$ cat config.mk
export PLATFORM = sky130hd
export DESIGN_NAME = slave_send_packet_multi_ep
export DESIGN_NICKNAME = d
export VERILOG_FILES = /design/src/rtl/slave_send_packet_multi_ep_pkg.sv /design/src/rtl/slave_send_packet_multi_ep_fifo_sel.sv /design/src/rtl/slave_send_packet_multi_ep.sv
export SDC_FILE = /design/constraint.sdc
export NUM_CORES = 1
export LEC_CHECK = 0
export CORE_MARGIN = 2
export CORE_UTILIZATION = 63
export CTS_CLUSTER_SIZE = 24
export DETAILED_ROUTE_END_ITERATION = 6
export DONT_BUFFER_PORTS = 1
export PLACE_DENSITY = 0.85
export SLEW_MARGIN = 15
export SYNTH_ARGS = -nofsm -noshare
export SYNTH_HDL_FRONTEND = slang
export SYNTH_SLANG_ARGS = --single-unit
$ cat constraint.sdc
create_clock -name clk -period 2.45 [get_ports clk]
set_input_delay 0.3675 -clock clk [delete_from_list [all_inputs] [get_ports clk]]
set_output_delay 0.3675 -clock clk [all_outputs]
set_load 0.02 [all_outputs]
$ cat src/rtl/slave_send_packet_multi_ep_pkg.sv
// Shared constants and types for the multi-endpoint slave transmit packet builder.
// TX control codes and data PIDs mirror the SIE/USB constant headers.
package slave_send_packet_multi_ep_pkg;

  localparam logic [7:0] TX_PACKET_START  = 8'h00;
  localparam logic [7:0] TX_PACKET_STREAM = 8'h01;
  localparam logic [7:0] TX_PACKET_STOP   = 8'h02;

  localparam logic [3:0] PID_DATA0 = 4'h3;
  localparam logic [3:0] PID_DATA1 = 4'hB;

  typedef enum logic [3:0] {
    S_IDLE     = 4'd0,
    S_WAIT_GNT = 4'd1,
    S_PID_RDY  = 4'd2,
    S_PID_FIN  = 4'd3,
    S_CHK      = 4'd4,
    S_RD_RDY   = 4'd5,
    S_CLR_REN  = 4'd6,
    S_LOAD     = 4'd7,
    S_CLR_WEN  = 4'd8,
    S_TERM_RDY = 4'd9,
    S_TERM_FIN = 4'd10,
    S_FIN      = 4'd11
  } state_t;

  function automatic logic is_data_pid(input logic [3:0] pid);
    return (pid == PID_DATA0) || (pid == PID_DATA1);
  endfunction

  function automatic logic [7:0] pid_byte(input logic [3:0] pid);
    return {~pid, pid};
  endfunction

endpackage

$ cat src/rtl/slave_send_packet_multi_ep_fifo_sel.sv
// Endpoint FIFO selection: NUM_EP:1 data/empty mux and a one-hot read-strobe decoder.
// Out-of-range endpoint selects read as empty and never strobe.
module slave_tx_fifo_sel #(
  parameter int unsigned NUM_EP = 4,
  parameter int unsigned EP_W   = 2
) (
  input  logic [8*NUM_EP-1:0] fifo_data,
  input  logic [NUM_EP-1:0]   fifo_empty,
  input  logic [EP_W-1:0]     ep,
  input  logic                rd,
  output logic [7:0]          data,
  output logic                empty,
  output logic [NUM_EP-1:0]   ren
);

  // Mux and decoder kept in separate processes so the strobe path never loops back into the mux.
  always_comb begin
    data  = '0;
    empty = 1'b1;
    for (int unsigned i = 0; i < NUM_EP; i++) begin
      if (32'(ep) == i) begin
        data  = fifo_data[8*i +: 8];
        empty = fifo_empty[i];
      end
    end
  end

  always_comb begin
    ren = '0;
    for (int unsigned i = 0; i < NUM_EP; i++) begin
      if (32'(ep) == i) ren[i] = rd;
    end
  end

endmodule

$ cat src/rtl/slave_send_packet_multi_ep.sv
// Slave-side USB transmit packet builder: PID + !PID, endpoint FIFO data capped at
// MAX_PKT_BYTES, STOP byte; supports zero-length packets, byte count and abort.
module slave_send_packet_multi_ep
  import slave_send_packet_multi_ep_pkg::*;
#(
  parameter int unsigned NUM_EP        = 4,
  parameter int unsigned EP_W          = 2,
  parameter int unsigned MAX_PKT_BYTES = 64,
  parameter int unsigned CNT_W         = 10
) (
  input  logic                clk,
  input  logic                rst,
  input  logic [3:0]          PID,
  input  logic [EP_W-1:0]     epSel,
  input  logic                sendPacketWEn,
  output logic                sendPacketRdy,
  input  logic                abort,
  output logic [CNT_W-1:0]    byteCount,
  input  logic [8*NUM_EP-1:0] fifoData,
  input  logic [NUM_EP-1:0]   fifoEmpty,
  output logic [NUM_EP-1:0]   fifoReadEn,
  output logic                SCTxPortReq,
  input  logic                SCTxPortGnt,
  input  logic                SCTxPortRdy,
  output logic                SCTxPortWEn,
  output logic [7:0]          SCTxPortData,
  output logic [7:0]          SCTxPortCntl
);

  state_t            state, state_n;
  logic [3:0]        pid_q, pid_n;
  logic [EP_W-1:0]   ep_q, ep_n;
  logic              rdy_n, req_n, wen_n;
  logic [7:0]        data_n, cntl_n;
  logic [CNT_W-1:0]  cnt_n;
  logic              rd_strobe;
  logic [7:0]        sel_data;
  logic              sel_empty;
  logic [NUM_EP-1:0] sel_ren;

  slave_tx_fifo_sel #(
    .NUM_EP(NUM_EP),
    .EP_W  (EP_W)
  ) u_fifo_sel (
    .fifo_data (fifoData),
    .fifo_empty(fifoEmpty),
    .ep        (ep_q),
    .rd        (rd_strobe),
    .data      (sel_data),
    .empty     (sel_empty),
    .ren       (sel_ren)
  );

  always_comb begin
    state_n   = state;
    pid_n     = pid_q;
    ep_n      = ep_q;
    rdy_n     = sendPacketRdy;
    req_n     = SCTxPortReq;
    wen_n     = 1'b0;
    data_n    = SCTxPortData;
    cntl_n    = SCTxPortCntl;
    cnt_n     = byteCount;
    rd_strobe = 1'b0;

    case (state)
      S_IDLE: begin
        if (sendPacketWEn) begin
          pid_n   = PID;
          ep_n    = epSel;
          cnt_n   = '0;
          rdy_n   = 1'b0;
          req_n   = 1'b1;
          state_n = S_WAIT_GNT;
        end
      end
      S_WAIT_GNT: if (SCTxPortGnt) state_n = S_PID_RDY;
      S_PID_RDY: begin
        if (SCTxPortRdy) begin
          wen_n   = 1'b1;
          data_n  = pid_byte(pid_q);
          cntl_n  = TX_PACKET_START;
          state_n = S_PID_FIN;
        end
      end
      S_PID_FIN: state_n = is_data_pid(pid_q) ? S_CHK : S_FIN;
      S_CHK: begin
        if ((byteCount == CNT_W'(MAX_PKT_BYTES)) || sel_empty) state_n = S_TERM_RDY;
        else                                                    state_n = S_RD_RDY;
      end
      S_RD_RDY: begin
        if (SCTxPortRdy) begin
          rd_strobe = 1'b1;
          state_n   = S_CLR_REN;
        end
      end
      S_CLR_REN: state_n = S_LOAD;
      S_LOAD: begin
        wen_n   = 1'b1;
        data_n  = sel_data;
        cntl_n  = TX_PACKET_STREAM;
        cnt_n   = byteCount + CNT_W'(1);
        state_n = S_CLR_WEN;
      end
      S_CLR_WEN: state_n = S_CHK;
      S_TERM_RDY: begin
        if (SCTxPortRdy) begin
          wen_n   = 1'b1;
          data_n  = 8'h00;
          cntl_n  = TX_PACKET_STOP;
          state_n = S_TERM_FIN;
        end
      end
      S_TERM_FIN: state_n = S_FIN;
      S_FIN: begin
        rdy_n   = 1'b1;
        req_n   = 1'b0;
        state_n = S_IDLE;
      end
      default: state_n = S_IDLE;
    endcase

    // Abort overrides the step above; once data has gone out, the STOP byte still has to close the packet.
    if (abort && !(state inside {S_IDLE, S_FIN, S_TERM_FIN}) &&
        !((state == S_TERM_RDY) && (byteCount != '0))) begin
      wen_n     = 1'b0;
      rd_strobe = 1'b0;
      data_n    = SCTxPortData;
      cntl_n    = SCTxPortCntl;
      cnt_n     = byteCount;
      state_n   = (byteCount != '0) ? S_TERM_RDY : S_FIN;
    end
  end

  always_ff @(posedge clk) begin
    if (rst) begin
      state         <= S_IDLE;
      pid_q         <= '0;
      ep_q          <= '0;
      sendPacketRdy <= 1'b1;
      SCTxPortReq   <= 1'b0;
      SCTxPortWEn   <= 1'b0;
      SCTxPortData  <= '0;
      SCTxPortCntl  <= '0;
      fifoReadEn    <= '0;
      byteCount     <= '0;
    end else begin
      state         <= state_n;
      pid_q         <= pid_n;
      ep_q          <= ep_n;
      sendPacketRdy <= rdy_n;
      SCTxPortReq   <= req_n;
      SCTxPortWEn   <= wen_n;
      SCTxPortData  <= data_n;
      SCTxPortCntl  <= cntl_n;
      fifoReadEn    <= sel_ren;
      byteCount     <= cnt_n;
    end
  end

endmodule

==> results of run 1 <==
==> worst max path at each step <==
stage,end,slack (ns),from,cells past startpoint
after CTS,SCTxPortCntl[0]$_SDFFE_PP0P_,0.37,state[3]$_SDFFE_PP0P_,6
after detailed placement,SCTxPortData[2]$_SDFFE_PP0P_,0.39,state[3]$_SDFFE_PP0P_,6
after global routing,state[3]$_SDFFE_PP0P_,0.17,byteCount[1]$_SDFFE_PP0P_,7
after floorplan,SCTxPortData[1]$_SDFFE_PP0P_,0.56,byteCount[0]$_SDFFE_PP0P_,8
after global placement,SCTxPortCntl[1]$_SDFFE_PP0P_,0.46,state[3]$_SDFFE_PP0P_,6
final,SCTxPortCntl[0]$_SDFFE_PP0P_,0.36,state[3]$_SDFFE_PP0P_,6
==> metal layers <==
layer | share of wire, % | track usage [%] | vias to the layer above
met3 | 8.9 | 9.37 | 11
met1 | 38 | 28.4 | 834
li1 | - | - | 854
met2 | 50 | 44.9 | 85
met4 | 3.1 | 13.3 | 0
met5 | 0 | 0 | -
==> flip-flops by register name, summed over array words and instances, names as in the netlist <==
signal,cells
SCTxPortCntl,2
SCTxPortData,8
SCTxPortReq,1
SCTxPortWEn,1
byteCount,10
ep_q,2
fifoReadEn,4
pid_q,4
sendPacketRdy,1
state,4
==> metrics by stage <==
stage / setup WS (ns) / instance area, µm² / util (%)
floorplan: 0.564 / 2180 / -
global placement: 0.458 / 2190 / 66.1
detailed placement: 0.390 / 2190 / 66.1
CTS: 0.372 / 2270 / 68.7
global route: 0.166 / 2270 / 68.7
finish: 0.358 / 2270 / 68.7
==> cells by family (layout without fill, tap and decap cells) <==
logic type,after synthesis,count (layout)
other cells,1,6
simple gates,89,89
mux,27,27
xor+xnor,10,10
flops,37,37
compound gates,42,42
fa+ha+maj,2,2
buf+inv,30,26
==> worst register-to-register path, stage by stage (launching register included) <==
cell and delay (ns):
dfxtp_1 0.81, and4bb_2 0.40, nand2_1 0.09, a32oi_2 0.17, buf_4 0.24, mux2i_1 0.23, nor2_1 0.06
==> layout by cell type (no fill, tap or decap), types with 5 or more instances in the layout <==
cell	n
mux4_2	9
o21ai_0	7
a21oi_1	8
xor2_1	6
clkbuf_4	5
nor4_1	6
dfxtp_1	37
buf_4	9
nand3_1	7
conb_1	6
mux2i_1	18
inv_1	9
nand2_1	19
nor2_1	31
==> power breakdown <==
group	internal, mW	switching [mW]
combinational	0.435	0.465
sequential	0.694	0.230
clock	0.244	0.203
==> area by class of cell <==
cell class	count	area share (%)
inverter	9	1.49
timing repair buffer	9	2.97
sequential	37	32.6
clock buffer	7	2.42
multi-input combinational	176	56.7
tap	46	2.53
clock inverter	1	1.32
==> impl_metrics.toml, run 1 <==
[timing]
hold_viol_final = 0
skew_ns = 0.00956
finalCritPeriodShare_pct = 85.4
slew_headroom_pct = 50.9
rsz0062_at_grt = "false"
min_period_ns = 2.09
report.final.setup_viol = 0
tightest_slew_ns = 0.735
slew_viol_final = 0
tns_ns = 0
clock.fmax_mhz = 478
holdWs_ns = 0.0729

[synth]
yosysMostFrequentCell = "dfxtp_1"
synth_top_family_by_area = "simple AND/OR/NAND/NOR gates"
async_flop_share_pct = 0
synth_ff_type = "dfxtp_1"
yosysTopAreaCellShare_pct = 34.3
synth_mux_area_share_pct = 17.7
synthAdderAreaFrac_pct = 1.16
synth_warnings = 0
synth_common_cells = "37 x dfxtp_1, 31 x nor2_1, 19 x nand2_1"
ys_seq_elements = 37
synth_edf_count = 0
yosysSeqAreaShare_pct = 34.3
synth_top_cells_by_area = "dfxtp_1 34%, mux4_2 9.4%, mux2i_1 8.3%"
syn_area_um2 = 2160
netlist-cell-type-count = 52
synth_simple_gate_area_share_pct = 21.5
syn_area_per_cell_um2 = 9.08
synthCells = 238
synth_xor_area_share_pct = 4.05
synth_compound_area_share_pct = 14.1
synth_largest_area_cell = "dfxtp_1"

[grt]
antenna_found_initial = 0
grt_pass1_wl_mm = 8.05
grt_max_degree = 25
grtUsageTotal_pct = 26.2
overflow = 0
grt_pass1_vias = 1715

[pwr]
total_power_mw = 2.27
ir_drop_v = 0.000512
powerDensity_nw_per_um2 = 998
p_leak_nw = 0.840

[floorplan]
rows = 21
core-area_um2 = 3310
dieWidth_um = 62.6
initial_core_util_pct = 65.3
pin_count = 81
die-area_um2 = 3920
die_y_um = 62.6

[placed_design]
hpwl_mm = 3.58
globalplace.congestion = 0.874
place_inst = 277
io_buffers = 0

[routing]
antenna_left = 0
num_vias = 1784
wl_mm = 4.73
drt_iter0_markers = 97
avgViaCountPerCell = 6.26
firstDrtPassIters = 5
wl_per_cell_um = 16.6
drc_errors = 0

[finish]
instances_no_fill = 285
num-nets-final = 288
drive_gt1_share_pct = 13.8
multi_input_area_um2 = 1290
antenna_cells = 0
layout.area.seq_um2 = 741
fillers = 277
layout-area-overhead-vs-synth_pct = 5.15

[cts]
cts_tree = "built"
cts_resized = 0
clkSinkCount = 37
cts.htree.levels = 2
hold_buffers = 0
numCtsBuffers = 5
post_cts_buffers = 0
cts.clk_slew.worst_paths_ns = 0.11
root_buffer = "clkbuf_4"
cts_max_path_buffers = 2
insertion_delay_ns = 0.35

[critical_path]
path_class = "flop to flop"
reg2reg_from = "state[3]$_SDFFE_PP0P_"
slowest_stage = "dfxtp_1"
crit_arrival_ns = 2.35
path_cells = "and4bb_2, nand2_1, a32oi_2, buf_4, mux2i_1, nor2_1"
worst-path-buf-inv = 1
r2r_end = "SCTxPortCntl[0]$_SDFFE_PP0P_"
worstPathMaxFanout = 23
r2r_cells = 6
setup.worst_path.start_class = "flop"
regToRegSetupSlack_ns = 0.36
crit_required_ns = 2.71
cp_top_family = "flip-flops"
cp-end-kind = "flop"
cp_slowest_stage_delay_ns = 0.81

[job]
maxCapViolCount = 0

[worst_hold_path]
min_from = "rst"
min_to = "SCTxPortData[6]$_SDFFE_PP0P_"
holdCritPathClass = "input port to flop"
holdPathStages = 1

[outcome]
status = "finished, final reports clean"
(Power assumes the default switching activity.)
==> inputs of run 2 (changes only) <==
GPL_ROUTABILITY_DRIVEN = 0   (was not set)
==> impl_metrics.toml, run 2 (same netlist as run 1, synthesis figures left out) <==
[timing]
holdWs_ns = 0.0553
slew_viol_final = 0
slew_headroom_pct = 56.5
finalCritPeriodShare_pct = 83.7
skew_ns = 0.0170
rsz0062_at_grt = "false"
tightest_slew_ns = 0.652
tns_ns = 0
min_period_ns = 2.05
hold_viol_final = 0
clock.fmax_mhz = 487
report.final.setup_viol = 0

[routing]
avgViaCountPerCell = 6.14
drc_errors = 0
firstDrtPassIters = 4
drt_iter0_markers = 52
wl_per_cell_um = 16.3
num_vias = 1756
wl_mm = 4.67
antenna_left = 0

[finish]
instances_no_fill = 286
largest_reg_flops = 10
final_common_cell = "dfxtp_1"
drive_gt1_share_pct = 14.6
final_cell_mix = "37 x dfxtp_1, 31 x nor2_1, 19 x nand2_1"
num-nets-final = 289
final_area_um2 = 2260
final_util_pct = 68.1
top_regs = "byteCount: 10 flops, SCTxPortData: 8 flops"
antenna_cells = 0
top_register = "byteCount"
layout-area-overhead-vs-synth_pct = 4.34

[placed_design]
hpwl_mm = 3.62
post_dp_cell_area_um2 = 2200
place_inst = 278
io_buffers = 0

[cts]
root_buffer = "clkbuf_4"
hold_buffers = 0
clkSinkCount = 37
numCtsBuffers = 5
cts_max_path_buffers = 2
cts.htree.levels = 2
insertion_delay_ns = 0.36
post_cts_buffers = 0
cts_tree = "built"
cts.clk_slew.worst_paths_ns = 0.13
cts_resized = 0

[floorplan]
rows = 21
core-area_um2 = 3310
die-area_um2 = 3920
dieWidth_um = 62.6
die_y_um = 62.6
initial_core_util_pct = 65.3
pin_count = 81

[job]
maxCapViolCount = 0

[pwr]
powerDensity_nw_per_um2 = 956
p_leak_nw = 0.824
ir_drop_v = 0.000508

[critical_path]
crit_required_ns = 2.72
cp-end-kind = "flop"
setup.worst_path.start_class = "flop"
r2r_end = "SCTxPortData[3]$_SDFFE_PP0P_"
path_class = "flop to flop"
worstPathMaxFanout = 22
crit_path_end = "SCTxPortData[3]$_SDFFE_PP0P_"
reg2reg_from = "state[2]$_SDFFE_PP0P_"
regToRegSetupSlack_ns = 0.40
crit_arrival_ns = 2.32
r2r_cells = 6
crit_path_start = "state[2]$_SDFFE_PP0P_"

[grt]
grt_pass1_wl_mm = 7.94
grt_max_degree = 25
grt_pass1_vias = 1700
grtUsageTotal_pct = 25.7
antenna_found_initial = 0
overflow = 0

[outcome]
status = "finished, final reports clean"

[worst_hold_path]
holdCritPathClass = "input port to flop"
min_from = "rst"
-- run 2: cell count changes in the layout (fill, tap and decap cells not counted) --
cell	previous run	this run
buf_4	9	10
clkbuf_1	1	0
clkinvlp_4	0	3
bufinv_16	1	0
clkbuf_8	1	0
-- run 2: worst min path at each step --
stage,to,slack (ns),cells after the start
after floorplan,sendPacketRdy$_SDFFE_PP1P_,0.46,2
after global placement,pid_q[3]$_SDFFE_PP0P_,0.44,1
after detailed placement,state[3]$_SDFFE_PP0P_,0.45,1
after CTS,state[3]$_SDFFE_PP0P_,0.05,1
after global routing,pid_q[3]$_SDFFE_PP0P_,0.04,1
final,SCTxPortCntl[0]$_SDFFE_PP0P_,0.06,1
-- run 2: power by group --
group          internal (mW)  total (mW)  leakage (nW)  switching [mW]
logic                  0.438       0.904         0.500           0.466
clock network          0.111       0.330        0.0234           0.219
registers              0.694       0.923         0.300           0.229
-- run 2: layout make-up --
class / count / area (µm²)
inverter: 9 / 33.8
multi-input combinational: 176 / 1290
timing repair buffer: 10 / 75.1
fill: 278 / 1050
clock inverter: 3 / 22.5
tap: 46 / 57.6
clock buffer: 5 / 37.5
sequential: 37 / 741
-- run 2: per-stage QoR --
| step | setup WS [ns] | power, mW |
|---|---|---|
| 2_1_floorplan | 0.564 | 1.67 |
| 3_3_place_gp | 0.496 | 1.81 |
| 3_5_place_dp | 0.435 | 1.84 |
| 4_1_cts | 0.413 | 2.16 |
| 5_1_grt | 0.234 | 2.31 |
| 6_report | 0.399 | 2.16 |
-- run 2: metal layers --
layer  wire (µm)  share of wire (%)  global-route usage [%]
met4          57                1.2                    8.33
met3         467                 10                    9.19
met5           0                  0                       0
met2        2410                 52                    46.4
met1        1730                 37                    28.0
-- run 2: worst max-delay path: stages, from the launching register on --
cell     delay (ns)
dfxtp_1        0.54
or3b_1         0.44
a211o_1        0.32
a32oi_2        0.15
buf_4          0.24
mux2i_1        0.22
nor2_1         0.06
